<file path="config.mk">
export PLATFORM = sky130hd
export DESIGN_NAME = seconds_to_hms_seq
export DESIGN_NICKNAME = d
export VERILOG_FILES = /design/src/rtl/seconds_to_hms_seq.sv
export SDC_FILE = /design/constraint.sdc
export NUM_CORES = 1
export LEC_CHECK = 0
export ABC_AREA = 1
export BUFFER_PORTS_ARGS = -buffer_cell sky130_fd_sc_hd__buf_2
export CAP_MARGIN = 5
export CORE_MARGIN = 5
export CORE_UTILIZATION = 55
export CTS_CLUSTER_DIAMETER = 100
export DETAILED_ROUTE_END_ITERATION = 8
export HOLD_SLACK_MARGIN = 0.03
export PLACE_DENSITY = 0.75
export SETUP_SLACK_MARGIN = 0.5
export SYNTH_ARGS = -nofsm -noshare
export SYNTH_HDL_FRONTEND = slang
export SYNTH_SLANG_ARGS = --single-unit
</file>
<file path="constraint.sdc">
create_clock -name clk -period 2.2 [get_ports clk]
set_input_delay 0.22 -clock clk [delete_from_list [all_inputs] [get_ports clk]]
set_output_delay 0.22 -clock clk [all_outputs]
set_load 0.1 [all_outputs]
</file>
<file path="src/rtl/seconds_to_hms_seq.sv">
// Sequential seconds -> hour/minute/second converter using bit-serial restoring division.
// Optional HMS_WRAP_24H_EN macro folds the hour quotient into 0..23 and flags day rollover.
module seconds_to_hms_seq #(
  parameter int unsigned SEC_W  = 17,
  parameter int unsigned HOUR_W = 5
) (
  input  logic              clk,
  input  logic              rst_n,
  input  logic              start,
  input  logic [SEC_W-1:0]  sec_in,
  output logic              busy,
  output logic              valid,
  output logic [HOUR_W-1:0] hour,
  output logic [5:0]        minute,
  output logic [5:0]        second,
  output logic              overflow
);

  localparam int unsigned CNT_W = $clog2(SEC_W);

`ifdef HMS_WRAP_24H_EN
  typedef enum logic [2:0] {S_IDLE, S_DIV_H, S_DIV_M, S_WRAP, S_DONE} state_t;
`else
  typedef enum logic [2:0] {S_IDLE, S_DIV_H, S_DIV_M, S_DONE} state_t;
`endif

  state_t             state_q, state_d;
  logic [CNT_W-1:0]   cnt_q, cnt_d;
  logic [SEC_W-1:0]   hq_q, hq_d;      // dividend shifts out, hour quotient shifts in
  logic [11:0]        hrem_q, hrem_d;
  logic [11:0]        mq_q, mq_d;      // same trick for the minute stage
  logic [5:0]         mrem_q, mrem_d;
  logic               busy_q, busy_d;
  logic               valid_q, valid_d;
  logic [HOUR_W-1:0]  hour_q, hour_d;
  logic [5:0]         minute_q, minute_d;
  logic [5:0]         second_q, second_d;
  logic               overflow_q, overflow_d;
`ifdef HMS_WRAP_24H_EN
  logic               day_q, day_d;
  logic [SEC_W-1:0]   hq_wrap;
`endif

  logic [12:0] hrem_sh;
  logic        hge;
  logic [11:0] hrem_nx;
  logic [6:0]  mrem_sh;
  logic        mge;
  logic [5:0]  mrem_nx;
  logic [11:0] mq_nx;

  always_comb begin
    // Remainders stay below the divisor, so the low-bit subtraction is exact.
    hrem_sh = {hrem_q, hq_q[SEC_W-1]};
    hge     = (hrem_sh >= 13'd3600);
    hrem_nx = hge ? (hrem_sh[11:0] - 12'd3600) : hrem_sh[11:0];
    mrem_sh = {mrem_q, mq_q[11]};
    mge     = (mrem_sh >= 7'd60);
    mrem_nx = mge ? (mrem_sh[5:0] - 6'd60) : mrem_sh[5:0];
    mq_nx   = {mq_q[10:0], mge};
`ifdef HMS_WRAP_24H_EN
    hq_wrap = (hq_q >= SEC_W'(24)) ? (hq_q - SEC_W'(24)) : hq_q;
    day_d   = day_q;
`endif

    state_d    = state_q;
    cnt_d      = cnt_q;
    hq_d       = hq_q;
    hrem_d     = hrem_q;
    mq_d       = mq_q;
    mrem_d     = mrem_q;
    busy_d     = busy_q;
    valid_d    = 1'b0;
    hour_d     = hour_q;
    minute_d   = minute_q;
    second_d   = second_q;
    overflow_d = overflow_q;

    case (state_q)
      S_IDLE: begin
        if (start) begin
          hq_d    = sec_in;
          hrem_d  = '0;
          cnt_d   = CNT_W'(SEC_W - 1);
          busy_d  = 1'b1;
          state_d = S_DIV_H;
        end
      end
      S_DIV_H: begin
        hq_d   = {hq_q[SEC_W-2:0], hge};
        hrem_d = hrem_nx;
        if (cnt_q == '0) begin
          mq_d    = hrem_nx;
          mrem_d  = '0;
          cnt_d   = CNT_W'(11);
          state_d = S_DIV_M;
        end else begin
          cnt_d = cnt_q - 1'b1;
        end
      end
      S_DIV_M: begin
        mq_d   = mq_nx;
        mrem_d = mrem_nx;
        if (cnt_q == '0) begin
`ifdef HMS_WRAP_24H_EN
          day_d   = (hq_q >= SEC_W'(24));
          state_d = S_WRAP;
`else
          hour_d     = HOUR_W'(hq_q);
          overflow_d = ((hq_q >> HOUR_W) != '0);
          minute_d   = mq_nx[5:0];
          second_d   = mrem_nx;
          valid_d    = 1'b1;
          state_d    = S_DONE;
`endif
        end else begin
          cnt_d = cnt_q - 1'b1;
        end
      end
`ifdef HMS_WRAP_24H_EN
      S_WRAP: begin
        // One subtraction per cycle; finish as soon as the folded value is below 24.
        hq_d = hq_wrap;
        if (hq_wrap < SEC_W'(24)) begin
          hour_d     = HOUR_W'(hq_wrap);
          overflow_d = day_q;
          minute_d   = mq_q[5:0];
          second_d   = mrem_q;
          valid_d    = 1'b1;
          state_d    = S_DONE;
        end
      end
`endif
      S_DONE: begin
        busy_d  = 1'b0;
        state_d = S_IDLE;
      end
      default: begin
        busy_d  = 1'b0;
        state_d = S_IDLE;
      end
    endcase
  end

  always_ff @(posedge clk or negedge rst_n) begin
    if (!rst_n) begin
      state_q    <= S_IDLE;
      cnt_q      <= '0;
      hq_q       <= '0;
      hrem_q     <= '0;
      mq_q       <= '0;
      mrem_q     <= '0;
      busy_q     <= 1'b0;
      valid_q    <= 1'b0;
      hour_q     <= '0;
      minute_q   <= '0;
      second_q   <= '0;
      overflow_q <= 1'b0;
`ifdef HMS_WRAP_24H_EN
      day_q      <= 1'b0;
`endif
    end else begin
      state_q    <= state_d;
      cnt_q      <= cnt_d;
      hq_q       <= hq_d;
      hrem_q     <= hrem_d;
      mq_q       <= mq_d;
      mrem_q     <= mrem_d;
      busy_q     <= busy_d;
      valid_q    <= valid_d;
      hour_q     <= hour_d;
      minute_q   <= minute_d;
      second_q   <= second_d;
      overflow_q <= overflow_d;
`ifdef HMS_WRAP_24H_EN
      day_q      <= day_d;
`endif
    end
  end

  assign busy     = busy_q;
  assign valid    = valid_q;
  assign hour     = hour_q;
  assign minute   = minute_q;
  assign second   = second_q;
  assign overflow = overflow_q;

endmodule
</file>
======== After elaboration in Yosys (flattened, before gate mapping) ========
Index checks and enable logic that the tools add are counted.
word-level totals
  flip-flop bits (word level) ............. 75
  bits of input ports ..................... 20
  output and inout bits ................... 20
  logic and storage cells ................. 59
operators by class
  add/sub/neg operators ................... 3
  $lt $le $gt $ge ......................... 2
  equality and inequality tests ........... 6
  multiplexer cells ....................... 22
  bitwise gates (word level) .............. 1
  reductions and logical operators ........ 13
operators by type and width
  operator                  number
  $pmux W12 S2              2
  $mux W12                  3
  $pmux W17 S2              1
  $mux W17                  1
  $reduce_bool A17 Y1       1
  $mux W5                   3
  $pmux W5 S3               1
  $ge A13 B12 Y1 const B    1
  $mux W6                   2
  $pmux W6 S2               1
  $sub A12 B12 Y12 const B  1
  $mux W3                   3
  $pmux W3 S3               1
  $ne A2 B2 Y1 const B      4
  $reduce_and A2 Y1         4
  $ge A7 B6 Y1 const B      1
  $reduce_and A3 Y1         2
  $sub A6 B6 Y6 const B     1
  $logic_not A5 Y1          1
  $sub A5 B1 Y5 const B     1
  $reduce_bool A2 Y1        2
  $eq A3 B1 Y1 const B      1
  $eq A3 B2 Y1 const B      1
  $logic_not A3 Y1          1
  5 further kinds           7

======== Longest topological paths before layout ========
  depth after elaboration ................. 4
  gate-level depth with buffers ........... 10
  mapped depth without buffers ............ 10

======== Worst setup path before layout ========
No wires, ideal clock.
  kind .................................... reg-to-reg
  from .................................... register state_q[0]
  to ...................................... register hq_q[15]
  library setup time ...................... 0.130 ns
  arrival time ............................ 1.416 ns
  slack ................................... 0.654 ns
  stages on the path, launching flop included .. 11
  path buffers ............................ 1
  period minus slack after synthesis ...... 1.546 ns
  cells stage by stage .................... dfrtp_1 > inv_1 > ha_1 > inv_1 > nor2_1 > inv_1 > o21ai_0 > inv_2 > buf_2 > o211ai_1 > o21ai_0
on the way
  word-level cells in the longest chain between the ends .. 3
ends and longest elaborated chain
  item                                                                 RTL line  RTL
  start: declaration                                                   27        state_t state_q, state_d;
  start signal: assignment                                             163       state_q <= state_d;
  $eq A3 B1 Y1 / $logic_not A3 Y1 (equally long branches)              79        case (state_q)
  $reduce_bool A2 Y1 (no line) / $ne A2 B2 Y1 (equally long branches)  n/a
  $reduce_and A2 Y1 (no line)                                          n/a
  end signal: assignment                                               165       hq_q <= hq_d;
  end: declaration                                                     29        logic [SEC_W-1:0] hq_q, hq_d;
Several ways; a longest one is shown, not always the timed one.
A chain may end at the register's enable or synchronous reset.

======== Worst setup path in the final report ========
  from .................................... register state_q[0]
  to ...................................... register hq_q[0]
Same word-level chain as after synthesis.

==> impl_metrics.py <==
metrics = {
    "outcome": {
        "outcome": "finished, final reports clean",
    },
    "worst_setup_path": {
        "end_kind": "flip-flop",
        "setup.worst_path.start_class": "flip-flop",
        "timing.rr.start": "state_q[0]$_DFFE_PN0P_",
        "r2r_end": "hq_q[0]$_DFFE_PN0P_",
        "cp_top_family": "buffers and inverters",
        "cp_cell_sequence": "inv_2 -> ha_2 -> inv_1 -> nor2_4 -> inv_2 -> o21ai_4 -> inv_4 -> o21ai_0 -> o22ai_1",
        "path_buf_inv": 4,
        "crit_required_ns": 2.43,
        "arrival_ns": 1.89,
        "cp_max_fo": 11,
        "worstSetupPathType": "reg -> reg",
        "rrSetupSlack_ns": 0.54,
        "worstSetupStartpoint": "state_q[0]$_DFFE_PN0P_",
        "max_stage_delay_ns": 0.42,
        "worst_r2r_path_depth": 9,
        "cp_common_cell": "inv_2",
        "slowest_stage": "dfrtp_1",
    },
    "grt": {
        "antenna_found_initial": 0,
        "gr-usage-all-layers_pct": 19.6,
        "grt_max_degree": 75,
        "gr-total-overflow": 0,
        "grt_pass1_vias": 2912,
        "grt_pass1_wl_mm": 13.4,
    },
    "finish": {
        "syn2layout_area_growth_pct": 16.0,
        "regArea_um2": 1850,
        "diodes": 0,
        "multi_input_area_um2": 1580,
        "stdcell_count": 570,
        "fill_cells": 519,
        "layout-drive-gt1-share_pct": 18.3,
        "layout.nets": 517,
    },
    "sta": {
        "rsz0062_at_grt": "yes",
        "slew_headroom_pct": 67.5,
        "period_needed_ns": 1.66,
        "fin_worst_skew_ns": 0.0104,
        "finalCritPeriodShare_pct": 75.4,
        "fmax_mhz": 602,
        "tightest_slew_ns": 0.492,
        "tns_ns": 0,
        "finalSetupViolations": 0,
        "maxSlewViolCount": 0,
        "hold_viol": 0,
    },
    "floorplan": {
        "die_h_um": 91.6,
        "pin_count": 40,
        "rows": 29,
        "start_util_pct": 57.0,
        "core_region_area_um2": 6420,
        "fp.dieW_um": 91.6,
        "die_area_um2": 8390,
    },
    "job": {
        "max-cap-violations": 0,
    },
    "clock_tree": {
        "clk_pin_slew_ns": 0.08,
        "clock_latency_ns": 0.35,
        "cts_buffer_depth": 2,
        "cts_buffers": 9,
        "cts_sinks": 74,
        "cts_tree": "done",
        "clock_tree.root_cell": "clkbuf_8",
        "cts.htree.levels": 3,
    },
    "logic_synthesis": {
        "synthesis.nets": 471,
        "synth-seq-cells": 74,
        "syn_inst": 442,
        "synth_seq_area_share_pct": 50.6,
        "yosys.cell_types.count": 31,
        "syn_area_um2": 3660,
        "ys.warnings.count": 0,
        "postSynthAreaPerCell_um2": 8.29,
    },
    "placed_design": {
        "place_congestion": 0.875,
        "dp_cells": 547,
        "hpwl_mm": 5.26,
        "port_buffers": 39,
    },
    "worst_hold_path": {
        "min_path_type": "in -> reg",
        "whs_endpoint": "hq_q[3]$_DFFE_PN0P_",
        "min_delay_path_depth": 3,
        "hold_path.startpoint": "sec_in[3]",
    },
    "drt": {
        "wl_per_cell_um": 13.8,
        "num_vias": 3067,
        "firstDrtPassIters": 4,
        "drc": 0,
        "totalWireLength_mm": 7.88,
        "dr.first_iter.drc_count": 213,
        "ant_nets": 0,
        "vias_per_cell": 5.38,
    },
}
[cells in the final DEF (no fill, tap or decap), types with 4 or more instances in the layout]
| master | instances |
|---|---|
| o21ai_0 | 44 |
| inv_1 | 55 |
| o211ai_1 | 19 |
| xor2_1 | 7 |
| inv_2 | 4 |
| clkbuf_8 | 9 |
| nand4_1 | 8 |
| o22ai_1 | 11 |
| nand3_2 | 4 |
| o21ai_1 | 6 |
| nand2_1 | 113 |
| buf_4 | 6 |
| nand3_1 | 14 |
| inv_6 | 4 |
| nor2_1 | 23 |
| buf_2 | 39 |
| dfrtp_1 | 74 |
| ha_1 | 7 |
| a21oi_1 | 14 |
[metal layers]
| layer | wire length, µm | GRT usage [%] |
|---|---|---|
| met5 | 0 | 0 |
| met4 | 153 | 9.05 |
| met3 | 365 | 3.47 |
| met2 | 3700 | 30.4 |
| met1 | 3660 | 26.9 |
[flip-flops by register name, summed over array words and instances (netlist names)]
register  flops
hq_q         17
hrem_q       12
mq_q         12
minute        6
mrem_q        6
second        6
cnt_q         5
hour          5
state_q       2
busy          1
overflow      1
valid         1
[tightest hold or removal path: cells and delay by family]
kind            cells  cell delay (ns)
compound gates      2             0.12
buf+inv             1             0.07
[layout make-up]
type | instances | area share (%)
Clock buffer | 9 | 2.92
Clock inverter | 7 | 1.18
Multi-Input combinational cell | 290 | 37.1
Tap cell | 77 | 2.27
Inverter | 63 | 5.80
Sequential cell | 74 | 43.6
Timing Repair inverter | 2 | 0.353
Timing Repair Buffer | 48 | 6.83
[worst max-delay path by stage]
stage / endpoint / slack (ns) / depth (start not counted)
after floorplan: hq_q[15]$_DFFE_PN0P_ / 0.65 / 10
after global placement: mq_q[3]$_DFFE_PN0P_ / 0.31 / 8
after detailed placement: mq_q[3]$_DFFE_PN0P_ / 0.27 / 8
after CTS: hrem_q[7]$_DFFE_PN0P_ / 0.52 / 10
after global routing: hq_q[0]$_DFFE_PN0P_ / 0.45 / 9
final: hq_q[0]$_DFFE_PN0P_ / 0.54 / 9
[Yosys cell counts, drive strengths merged]
| cell | n | area share, % |
|---|---|---|
| a21oi | 14 | 1.9 |
| a31oi | 1 | 0.17 |
| buf | 7 | 0.99 |
| clkbuf | 8 | 0.96 |
| clkinv | 2 | 0.21 |
| dfrtp | 74 | 51 |
| ha | 9 | 3.1 |
| inv | 61 | 6.3 |
| nand2 | 116 | 12 |
| nand3 | 20 | 3.3 |
| nand3b | 1 | 0.55 |
| nand4 | 8 | 1.4 |
| nor2 | 27 | 2.9 |
| nor4 | 3 | 0.51 |
| o211ai | 19 | 3.9 |
| o21a | 1 | 0.21 |
| o21ai | 52 | 7.2 |
| o22ai | 12 | 2.0 |
| xor2 | 7 | 1.7 |
[timing repair]
action                                  4_1_cts  5_1_grt
resized for setup                            13       16
hold buffers                                  1        0
endpoints found under the hold margin        74        0
endpoints found under the setup margin       53       44
setup buffers                                 1        3
cloned                                        2        0
pin swaps                                     0        2
[cells by family after synthesis]
family,count (synthesis),synth area share [%]
buf+inv,78,8.40
compound gates,99,15.4
xor+xnor,7,1.67
fa+ha+maj,9,3.07
simple gates,175,20.8
flops,74,50.6
[per-stage QoR]
stage / setup slack, ns / util [%] / hold slack (ns) / cell area (µm²)
after floorplan: 0.654 / - / -0.0756 / 3660
after global placement: 0.309 / 61.1 / 0.281 / 3930
after detailed placement: 0.272 / 61.1 / 0.283 / 3930
after CTS: 0.524 / 64.9 / 0.0907 / 4170
after global routing: 0.448 / 66.2 / 0.106 / 4250
final: 0.540 / 66.2 / 0.102 / 4250
Power is not shown: default switching activity piles up to over one toggle a cycle in this logic, so the estimate is an artifact.
